[src/rtl/ro_cache_mem_ctrl_mb.sv]
// Banked multi-port data array for the read-only cache, one-cycle reads.
// RO_CACHE_MEM_CTRL_AGING_EN adds per-requester aging to prevent starvation.
module ro_cache_mem_ctrl_mb #(
   parameter int MEM_DEPTH  = 64,
   parameter int DATA_WIDTH = 32,
   parameter int NUM_RD     = 4,
   parameter int NUM_BANKS  = 2,
   parameter int AGE_LIMIT  = 7,
   localparam int AW = $clog2(MEM_DEPTH)
) (
   input  logic                         clk,
   input  logic                         rst_n,
   input  logic [NUM_RD*AW-1:0]         rd_addr,
   input  logic [NUM_RD-1:0]            rd_en,
   input  logic [NUM_RD*2-1:0]          rd_pri,
   output logic [NUM_RD-1:0]            rd_ready,
   output logic [NUM_RD*DATA_WIDTH-1:0] rd_data,
   output logic [NUM_RD-1:0]            rd_valid,
   input  logic [AW-1:0]                fetch_raddr,
   input  logic                         fetch_ren,
   output logic                         fetch_rready,
   output logic [DATA_WIDTH-1:0]        fetch_rdata,
   output logic                         fetch_rvalid,
   input  logic [AW-1:0]                fetch_waddr,
   input  logic                         fetch_wen,
   input  logic [DATA_WIDTH-1:0]        fetch_wdata,
   output logic                         fetch_wready
);

   localparam int NR   = NUM_RD + 1;
   localparam int IW   = $clog2(NR);
   localparam int LB   = $clog2(NUM_BANKS);
   localparam int BW   = (LB > 0) ? LB : 1;
   localparam int RW   = AW - LB;
   localparam int ROWS = MEM_DEPTH / NUM_BANKS;
   localparam int DW   = DATA_WIDTH;

   if (NUM_RD < 1 || NUM_RD > 8 || NUM_BANKS < 1 || NUM_BANKS > 8 ||
       AGE_LIMIT < 1 || (MEM_DEPTH % NUM_BANKS) != 0) begin : g_param_err
      $error("ro_cache_mem_ctrl_mb: illegal parameter set");
   end

   function automatic logic [BW-1:0] bank_of(input logic [AW-1:0] a);
      logic [AW-1:0] m;
      m = a & AW'(NUM_BANKS - 1);
      return m[BW-1:0];
   endfunction

   function automatic logic [RW-1:0] row_of(input logic [AW-1:0] a);
      logic [AW-1:0] s;
      s = a >> LB;
      return s[RW-1:0];
   endfunction

   logic [DW-1:0] mem_q   [NUM_BANKS][ROWS];
   logic [IW-1:0] ptr_q   [NUM_BANKS];
   logic [IW-1:0] ptr_d   [NUM_BANKS];
   logic [IW-1:0] win     [NUM_BANKS];
   logic          win_vld [NUM_BANKS];
   logic [NR-1:0] grant;
   logic [NR-1:0] vld_q;
   logic [DW-1:0] data_q  [NR];
   logic [DW-1:0] rdata   [NR];

   logic [AW-1:0] req_addr [NR];
   logic          req_en   [NR];
   logic [2:0]    req_pri  [NR];
   logic [BW-1:0] req_bank [NR];
   logic [RW-1:0] req_row  [NR];

`ifdef RO_CACHE_MEM_CTRL_AGING_EN
   localparam int AGW = $clog2(AGE_LIMIT + 1);
   localparam logic [AGW-1:0] AGE_MAX = AGW'(AGE_LIMIT);

   logic [AGW-1:0] age_q [NR];
   logic [AGW-1:0] age_d [NR];
`endif

   // Requester NUM_RD is the refill read port at fixed priority 3.
   always_comb begin
      for (int i = 0; i < NUM_RD; i++) begin
         req_addr[i] = rd_addr[i*AW +: AW];
         req_en[i]   = rd_en[i] & rst_n;
         req_pri[i]  = {1'b0, rd_pri[i*2 +: 2]};
      end
      req_addr[NUM_RD] = fetch_raddr;
      req_en[NUM_RD]   = fetch_ren & rst_n;
      req_pri[NUM_RD]  = 3'd3;
`ifdef RO_CACHE_MEM_CTRL_AGING_EN
      for (int i = 0; i < NR; i++) begin
         if (age_q[i] == AGE_MAX) req_pri[i] = 3'd4;
      end
`endif
      for (int i = 0; i < NR; i++) begin
         req_bank[i] = bank_of(req_addr[i]);
         req_row[i]  = row_of(req_addr[i]);
      end
   end

   // Scan from the RR pointer; strict '>' keeps the earliest tie winner.
   always_comb begin : arb
      logic [2:0]    best;
      logic [IW:0]   sum;
      logic [IW-1:0] idx;
      best  = '0;
      sum   = '0;
      idx   = '0;
      grant = '0;
      for (int b = 0; b < NUM_BANKS; b++) begin
         win[b]     = '0;
         win_vld[b] = 1'b0;
         best       = '0;
         for (int k = 0; k < NR; k++) begin
            sum = {1'b0, ptr_q[b]} + (IW+1)'(k);
            if (sum >= (IW+1)'(NR)) sum = sum - (IW+1)'(NR);
            idx = sum[IW-1:0];
            if (req_en[idx] && req_bank[idx] == BW'(b) &&
                (!win_vld[b] || req_pri[idx] > best)) begin
               win_vld[b] = 1'b1;
               win[b]     = idx;
               best       = req_pri[idx];
            end
         end
         ptr_d[b] = ptr_q[b];
         if (win_vld[b]) begin
            grant[win[b]] = 1'b1;
            ptr_d[b] = (win[b] == IW'(NR - 1)) ? '0 : win[b] + 1'b1;
         end
      end
   end

   // Same-cycle fill to the read address wins over the array.
   always_comb begin
      for (int i = 0; i < NR; i++) begin
         if (fetch_wen && fetch_waddr == req_addr[i])
            rdata[i] = fetch_wdata;
         else
            rdata[i] = mem_q[req_bank[i]][req_row[i]];
      end
   end

`ifdef RO_CACHE_MEM_CTRL_AGING_EN
   always_comb begin
      for (int i = 0; i < NR; i++) begin
         if (!req_en[i] || grant[i])
            age_d[i] = '0;
         else if (age_q[i] != AGE_MAX)
            age_d[i] = age_q[i] + 1'b1;
         else
            age_d[i] = age_q[i];
      end
   end
`endif

   always_ff @(posedge clk or negedge rst_n) begin
      if (!rst_n) begin
         for (int b = 0; b < NUM_BANKS; b++) ptr_q[b] <= '0;
         for (int i = 0; i < NR; i++) data_q[i] <= '0;
         vld_q <= '0;
`ifdef RO_CACHE_MEM_CTRL_AGING_EN
         for (int i = 0; i < NR; i++) age_q[i] <= '0;
`endif
      end else begin
         for (int b = 0; b < NUM_BANKS; b++) ptr_q[b] <= ptr_d[b];
         for (int i = 0; i < NR; i++) begin
            if (grant[i]) data_q[i] <= rdata[i];
         end
         vld_q <= grant;
`ifdef RO_CACHE_MEM_CTRL_AGING_EN
         for (int i = 0; i < NR; i++) age_q[i] <= age_d[i];
`endif
         if (fetch_wen)
            mem_q[bank_of(fetch_waddr)][row_of(fetch_waddr)] <= fetch_wdata;
      end
   end

   always_comb begin
      for (int i = 0; i < NUM_RD; i++) rd_data[i*DW +: DW] = data_q[i];
   end

   assign rd_ready     = grant[NUM_RD-1:0];
   assign rd_valid     = vld_q[NUM_RD-1:0];
   assign fetch_rready = grant[NUM_RD];
   assign fetch_rvalid = vld_q[NUM_RD];
   assign fetch_rdata  = data_q[NUM_RD];
   assign fetch_wready = 1'b1;

endmodule

[config.mk]
export PLATFORM = sky130hd
export DESIGN_NAME = ro_cache_mem_ctrl_mb
export DESIGN_NICKNAME = d
export VERILOG_FILES = /design/src/rtl/ro_cache_mem_ctrl_mb.sv
export SDC_FILE = /design/constraint.sdc
export NUM_CORES = 2
export LEC_CHECK = 0
export CORE_ASPECT_RATIO = 0.75
export CORE_MARGIN = 3
export CORE_UTILIZATION = 50
export DETAILED_ROUTE_END_ITERATION = 10
export GPL_ROUTABILITY_DRIVEN = 0
export GPL_TIMING_DRIVEN = 1
export PLACE_DENSITY = 0.69
export SYNTH_ARGS = -nofsm -noshare
export SYNTH_HDL_FRONTEND = slang
export SYNTH_SLANG_ARGS = --single-unit
[constraint.sdc]
create_clock -name clk -period 11.9 [get_ports clk]
set_clock_uncertainty 0.15 [all_clocks]
set_input_delay 2.38 -clock clk [delete_from_list [all_inputs] [get_ports clk]]
set_output_delay 2.38 -clock clk [all_outputs]
set_load 0.02 [all_outputs]
### Word level (Yosys, flattened, before mapping)

Memories as Yosys holds them, arrays and structs flattened.
Cells that the tools add are included.
W data, S select, Z words.

| word-level totals | value |
|---|---|
| register bits after elaboration | 171 |
| latch bits | 0 |
| bits in writable memories | 2,048 |
| ROM bits | 0 |
| output and inout port bits | 171 |
| word-level logic and storage cells | 305 |
| memories kept | 1 |

| cells by class | value |
|---|---|
| add/subtract/negate cells | 20 |
| multipliers | 0 |
| divide/modulo/power cells | 0 |
| $lt $le $gt $ge | 39 |
| eq/ne operators | 7 |
| shifts and indexed selects | 0 |
| muxes and demuxes | 160 |
| bitwise operators | 27 |
| reductions and logical operators | 43 |

Memories:

| name | words | width | rd ports | clocked after Yosys merged registers in | wr ports | line | text |
|---|---|---|---|---|---|---|---|
| mem_q | 2 | 1,024 | 5 | 0 | 1 | 55 | `logic [DW-1:0] mem_q [NUM_BANKS][ROWS];` |

Operator list:

| operator | count |
|---|---|
| $mux W1024 | 1 |
| $bmux W32 S5 | 5 |
| $mux W32 | 16 |
| $demux W32 S5 | 1 |
| $mux W3 | 50 |
| $bmux W3 S3 | 10 |
| $bmux W1 S3 | 20 |
| $mux W1 | 53 |
| $ge A4 B4 Y1 const B | 10 |
| $not A3 Y4 | 10 |
| $ge A6 B6 Y1 const B | 6 |
| $not A5 Y6 | 6 |
| $ge A4 B3 Y1 const B | 8 |
| $eq A6 B6 Y1 | 5 |
| $sub A3 B3 Y3 const B | 10 |
| $logic_and A1 B1 Y1 | 27 |
| $gt A3 B3 Y1 | 8 |
| $add A3 B2 Y4 const B | 4 |
| $mux W5 | 2 |
| $add A3 B1 Y4 const B | 2 |
| $add A3 B3 Y4 const B | 2 |
| $logic_not A1 Y1 | 8 |
| $logic_or A1 B1 Y1 | 8 |
| $lt A3 B4 Y1 const B | 2 |
| other kinds (9) | 22 |

### Depth between registers and ports, before layout

| logic depth | value |
|---|---|
| word-level depth | 32 |
| depth in mapped cells | 46 |
| depth with buffers taken out | 43 |

### Least setup slack after synthesis

Ideal clock, no wire load.

| timing | value |
|---|---|
| path type | input -> output |
| from | input port rd_addr[0] |
| to | output port rd_ready[0] |
| data arrival time | 8.558 ns |
| data required time | 9.370 ns |
| path slack | 0.812 ns |
| stages | 36 |
| cell sequence | clkbuf_1 -> and4b_1 -> o211ai_1 -> nand4_1 -> o21a_2 -> o21ai_0 -> ha_1 -> nor2b_1 -> o21ai_0 -> o211ai_1 -> nand2_1 -> nor2_1 -> a21oi_1 -> inv_1 -> ha_1 -> a21oi_1 -> o21bai_1 -> nand2_1 -> mux2_2 -> ha_1 -> nor2b_1 -> o21ai_0 -> o41ai_4 -> nand2_1 -> o21ai_0 -> ha_1 -> a21oi_1 -> a21oi_1 -> inv_1 -> a31oi_1 -> a31oi_1 -> o311ai_1 -> a221oi_1 -> a32o_1 -> buf_6 -> buf_6 |

| on the way | value |
|---|---|
| longest elaborated chain between the ends | 29 |
| elaborated cells on any way between the ends | 118 |

RTL lines:

| element | line | text |
|---|---|---|
| start: declaration | 13 | `input logic [NUM_RD*AW-1:0] rd_addr,` |
| $bmux W1 S3 | 117 | `if (req_en[idx] && req_bank[idx] == BW'(b) &&` |
| $mux W1 (implied by the code) (2 in a row) | 117 |  |
| $not A1 Y1 | 117 |  |
| $logic_and A1 B1 Y1 | 117 |  |
| $mux W3 / $mux W1 (equally long branches) | 117 |  |
| $gt A3 B3 Y1 / $logic_not A1 Y1 (equally long branches) | 118 | `(!win_vld[b] \|\| req_pri[idx] > best)) begin` |
| $logic_or A1 B1 Y1 | 118 |  |
| $logic_and A1 B1 Y1 | 117 |  |
| [... 12 more ...] | - |  |
| $mux W3 | 117 |  |
| $lt A3 B4 Y1 (implied by the code) / $ge A3 B1 Y1 (equally long branches) | 126 | `grant[win[b]] = 1'b1;` |
| $logic_and A1 B1 Y1 (implied by the code) | 126 |  |
| $mux W1 (implied by the code) | 126 |  |
| $demux W1 S3 | 126 |  |
| $mux W5 | 125 | `if (win_vld[b]) begin` |
| $or A5 B5 Y5 (no source line) | - |  |
| $mux W5 (*) | 125 |  |
| end: declaration | 16 | `output logic [NUM_RD-1:0] rd_ready,` |

Mark *: on every way between the ends. The rest lies on a longest branch, timed or not. The select of a mux whose other input is x is not followed.

### Worst setup path after layout

| timing | value |
|---|---|
| from | input port rd_en[2] |
| to | output port rd_ready[2] |

| on the way | value |
|---|---|
| longest elaborated chain between the ends | 29 |
| elaborated cells on any way between the ends | 114 |

RTL lines:

| element | line | text |
|---|---|---|
| start: declaration | 14 | `input logic [NUM_RD-1:0] rd_en,` |
| $and A1 B1 Y1 (*) | 83 | `req_en[i] = rd_en[i] & rst_n;` |
| $bmux W1 S3 | 117 |  |
| $mux W1 (implied by the code) (2 in a row) | 117 |  |
| $logic_and A1 B1 Y1 | 117 |  |
| $mux W3 / $mux W1 (equally long branches) | 117 |  |
| $gt A3 B3 Y1 / $logic_not A1 Y1 (equally long branches) | 118 |  |
| $logic_or A1 B1 Y1 | 118 |  |
| $logic_and A1 B1 Y1 | 117 |  |
| [... 12 more ...] | - |  |
| $mux W3 | 117 |  |
| $lt A3 B4 Y1 (implied by the code) / $ge A3 B1 Y1 (equally long branches) | 126 |  |
| $logic_and A1 B1 Y1 (implied by the code) | 126 |  |
| $mux W1 (implied by the code) | 126 |  |
| $demux W1 S3 | 126 |  |
| $mux W5 | 125 |  |
| $or A5 B5 Y5 (no source line) | - |  |
| $mux W5 (*) | 125 |  |

Marked as above.

==> flow_summary.json <==
{
  "outcome": "complete, but fails checks",
  "violations": "max-slew violations",
  "dpl.hpwl_mm": 364,
  "viasPerCell": 8.62,
  "r2r_slack_ns": 2.54,
  "yosysMostFrequentCell": "mux4_2",
  "cpMostUsedCell": "buf_4",
  "fill_cells": 22500,
  "grt_pass1_wl_mm": 854,
  "finalCritPeriodShare_pct": 97.9,
  "core_um2": 304000,
  "grt_max_degree": 142,
  "synthSimpleGateAreaFrac_pct": 1.24,
  "yosysTopAreaCellShare_pct": 49.3,
  "drtAntennaViolNets": 0,
  "ctsHoldBuffers": 0,
  "die_area_um2": 313000,
  "synthCells": 7491,
  "cts.clk_slew.worst_paths_ns": 0.06,
  "cts_buffers": 236,
  "antenna_found_initial": 69,
  "yosys-top-cells-area": "mux4_2, edfxtp_1, dfrtp_1",
  "slowest_stage": "clkdlybuf4s50_1",
  "synth_fp_nets": 7613,
  "path_max_fanout": 4,
  "ys_ff_latch": 2219,
  "drt_pass1_iterations": 6,
  "synthAdderAreaFrac_pct": 0.320,
  "drc": 0,
  "seq_area_frac_synth_pct": 43.0,
  "ys_warn_count": 0,
  "powerDensity_nw_per_um2": 165,
  "htree_levels": 4,
  "ir_drop_mv": 0.482,
  "slew_viol_final": 14,
  "rows": 175,
  "start_util_pct": 50.4,
  "worstMarginPinSlew_ns": 1.51,
  "multi_input_area_um2": 84800,
  "synthFlopType": "edfxtp_1",
  "fmax_mhz": 85.8,
  "critPathCaptureType": "primary output",
  "drive_above_1_share_pct": 59.2,
  "place_area_um2": 161000,
  "cap_violations": 0,
  "muxShareOfSynthArea_pct": 51.9,
  "syn_area_um2": 153000,
  "setup_viol_count_final": 0,
  "cts.sinks": 2219,
  "fin_util_pct": 55.8,
  "yosys.area.top_type": "mux4_2",
  "path_class": "in2out",
  "place_inst": 11400,
  "leakagePower_nw": 52.4,
  "synth_compound_area_share_pct": 1.16,
  "vias": 102000,
  "nNetsFinal": 7674,
  "cts_tree": "yes",
  "synth_xor_xnor_area_share_pct": 0.195,
  "num_io_pins": 255,
  "cp.arrival_ns": 9.12,
  "die_w_um": 645,
  "cts_buffer_depth": 4,
  "hp-class": "reg2reg",
  "io_buffers": 253,
  "wl_per_cell_um": 52.4,
  "grt_overflow_total": 0,
  "finalNonFillerCells": 11900,
  "drtIter0Drc": 20200,
  "yosysUniqueCellTypes": 97,
  "hold_viol_final": 0,
  "grt_pass1_vias": 98100,
  "synthTopCellsByCount": "mux4_2, edfxtp_1, clkbuf_1, buf_1, mux2_2",
  "wl_mm": 621,
  "die_h_um": 485,
  "async_flop_share_pct": 7.71,
  "postLayoutCellArea_um2": 170000,
  "root_buffer": "clkbuf_16",
  "slew_headroom_pct": -0.770,
  "setup.worst_path.start_class": "input pin",
  "synth-edff-count": 2048,
  "syn2layout_area_growth_pct": 10.7,
  "grt_usage_pct": 40.0,
  "max_stage_delay_ns": 0.45,
  "period_minus_slack_ns": 11.65,
  "syn_avg_cell_area_um2": 20.4,
  "cp.required_ns": 9.37,
  "clk_latency_ns": 0.96,
  "seqCellArea_um2": 65800,
  "synth_top_family_by_area": "multiplexers"
}
## placed cells by master (no fill, tap or decap), drive strengths merged, types with 23 or more instances in the layout
cell type / instances
diode: 39
buf: 461
clkdlybuf4s50: 182
clkbuf: 279
dfrtp: 171
a211oi: 27
bufinv: 34
clkinv: 100
nand2: 133
edfxtp: 2048
nor2: 111
mux2: 282
a21oi: 63
nand3: 23
mux2i: 57
nor2b: 27
inv: 45
o21ai: 47
ha: 36
mux4: 3353
## critical path: cells and delay by family
| family | cells | cell delay, ns |
|---|---|---|
| compound gates | 18 | 2.20 |
| fa+ha+maj | 4 | 1.06 |
| buf+inv | 11 | 1.71 |
| mux | 1 | 0.33 |
| simple gates | 10 | 1.43 |
## routing by layer
metal | GRT usage [%] | vias to the layer above | wire length [um]
met5 | 0.398 | - | 513
met4 | 25.0 | 54 | 47800
met3 | 19.6 | 2265 | 115000
met2 | 53.8 | 11400 | 261000
met1 | 51.9 | 53300 | 197000
li1 | - | 35200 | -
## cell families after synthesis
kind of cell | after synthesis
other | 1
xor gates and xnor gates | 34
buffers and inverters | 863
AOI/OAI and AO/OA | 249
adders and majority gates | 38
and+or+nand+nor | 395
muxes | 3692
DFF | 2219
## power breakdown
group / switching [mW] / internal, mW
Combinational: 5.88 / 5.00
Sequential: 0.328 / 8.94
Clock: 3.37 / 4.42
## through the flow
stage | setup WS (ns) | hold slack (ns) | TNS (ns) | total power, mW
detailed placement | -0.626 | 0.343 | -1.69 | 19.7
global placement | -0.578 | 0.333 | -1.27 | 19.6
CTS | -0.0226 | 0.357 | -0.0226 | 27.4
finish | 0.246 | 0.350 | 0 | 28.0
global route | -0.105 | 0.374 | -0.217 | 28.7
floorplan | 0.812 | 0.455 | 0 | 15.8
## sequential cells by signal (all words and copies together), names as in the netlist
signal,cells
fetch_rdata,32
vld_q,5
mem_q,2048
rd_data,128
ptr_q,6
## worst paths after layout
kind / from / to / cells past startpoint
setup / recovery: rd_en[2] / rd_ready[2] / 44
hold / removal: rd_data[123]$_DFFE_PN0P_ / rd_data[123]$_DFFE_PN0P_ / 1
setup reg to reg: ptr_q[4]$_DFFE_PN0P_ / rd_data[31]$_DFFE_PN0P_ / 43
hold reg to reg: rd_data[123]$_DFFE_PN0P_ / rd_data[123]$_DFFE_PN0P_ / 1
max in group asynchronous: rst_n / rd_data[50]$_DFFE_PN0P_ / 3
min in group asynchronous: rst_n / ptr_q[4]$_DFFE_PN0P_ / 2
## cell type report
class / instances / share of cell area, %
antenna: 39 / 0.0576
clock buffer: 279 / 3.64
clock inverter: 151 / 0.982
inverter: 39 / 0.0864
multi-input combinational: 4409 / 50.0
sequential: 2219 / 38.8
tap: 4071 / 3.00
timing repair buffer: 647 / 3.42
## what timing repair did
item / CTS / global route
buffers inserted: 4 / 14
endpoints found under the setup margin: 5 / 5
resized for setup: 18 / 56
pin swaps: 3 / 27
(Power assumes the default switching activity.)
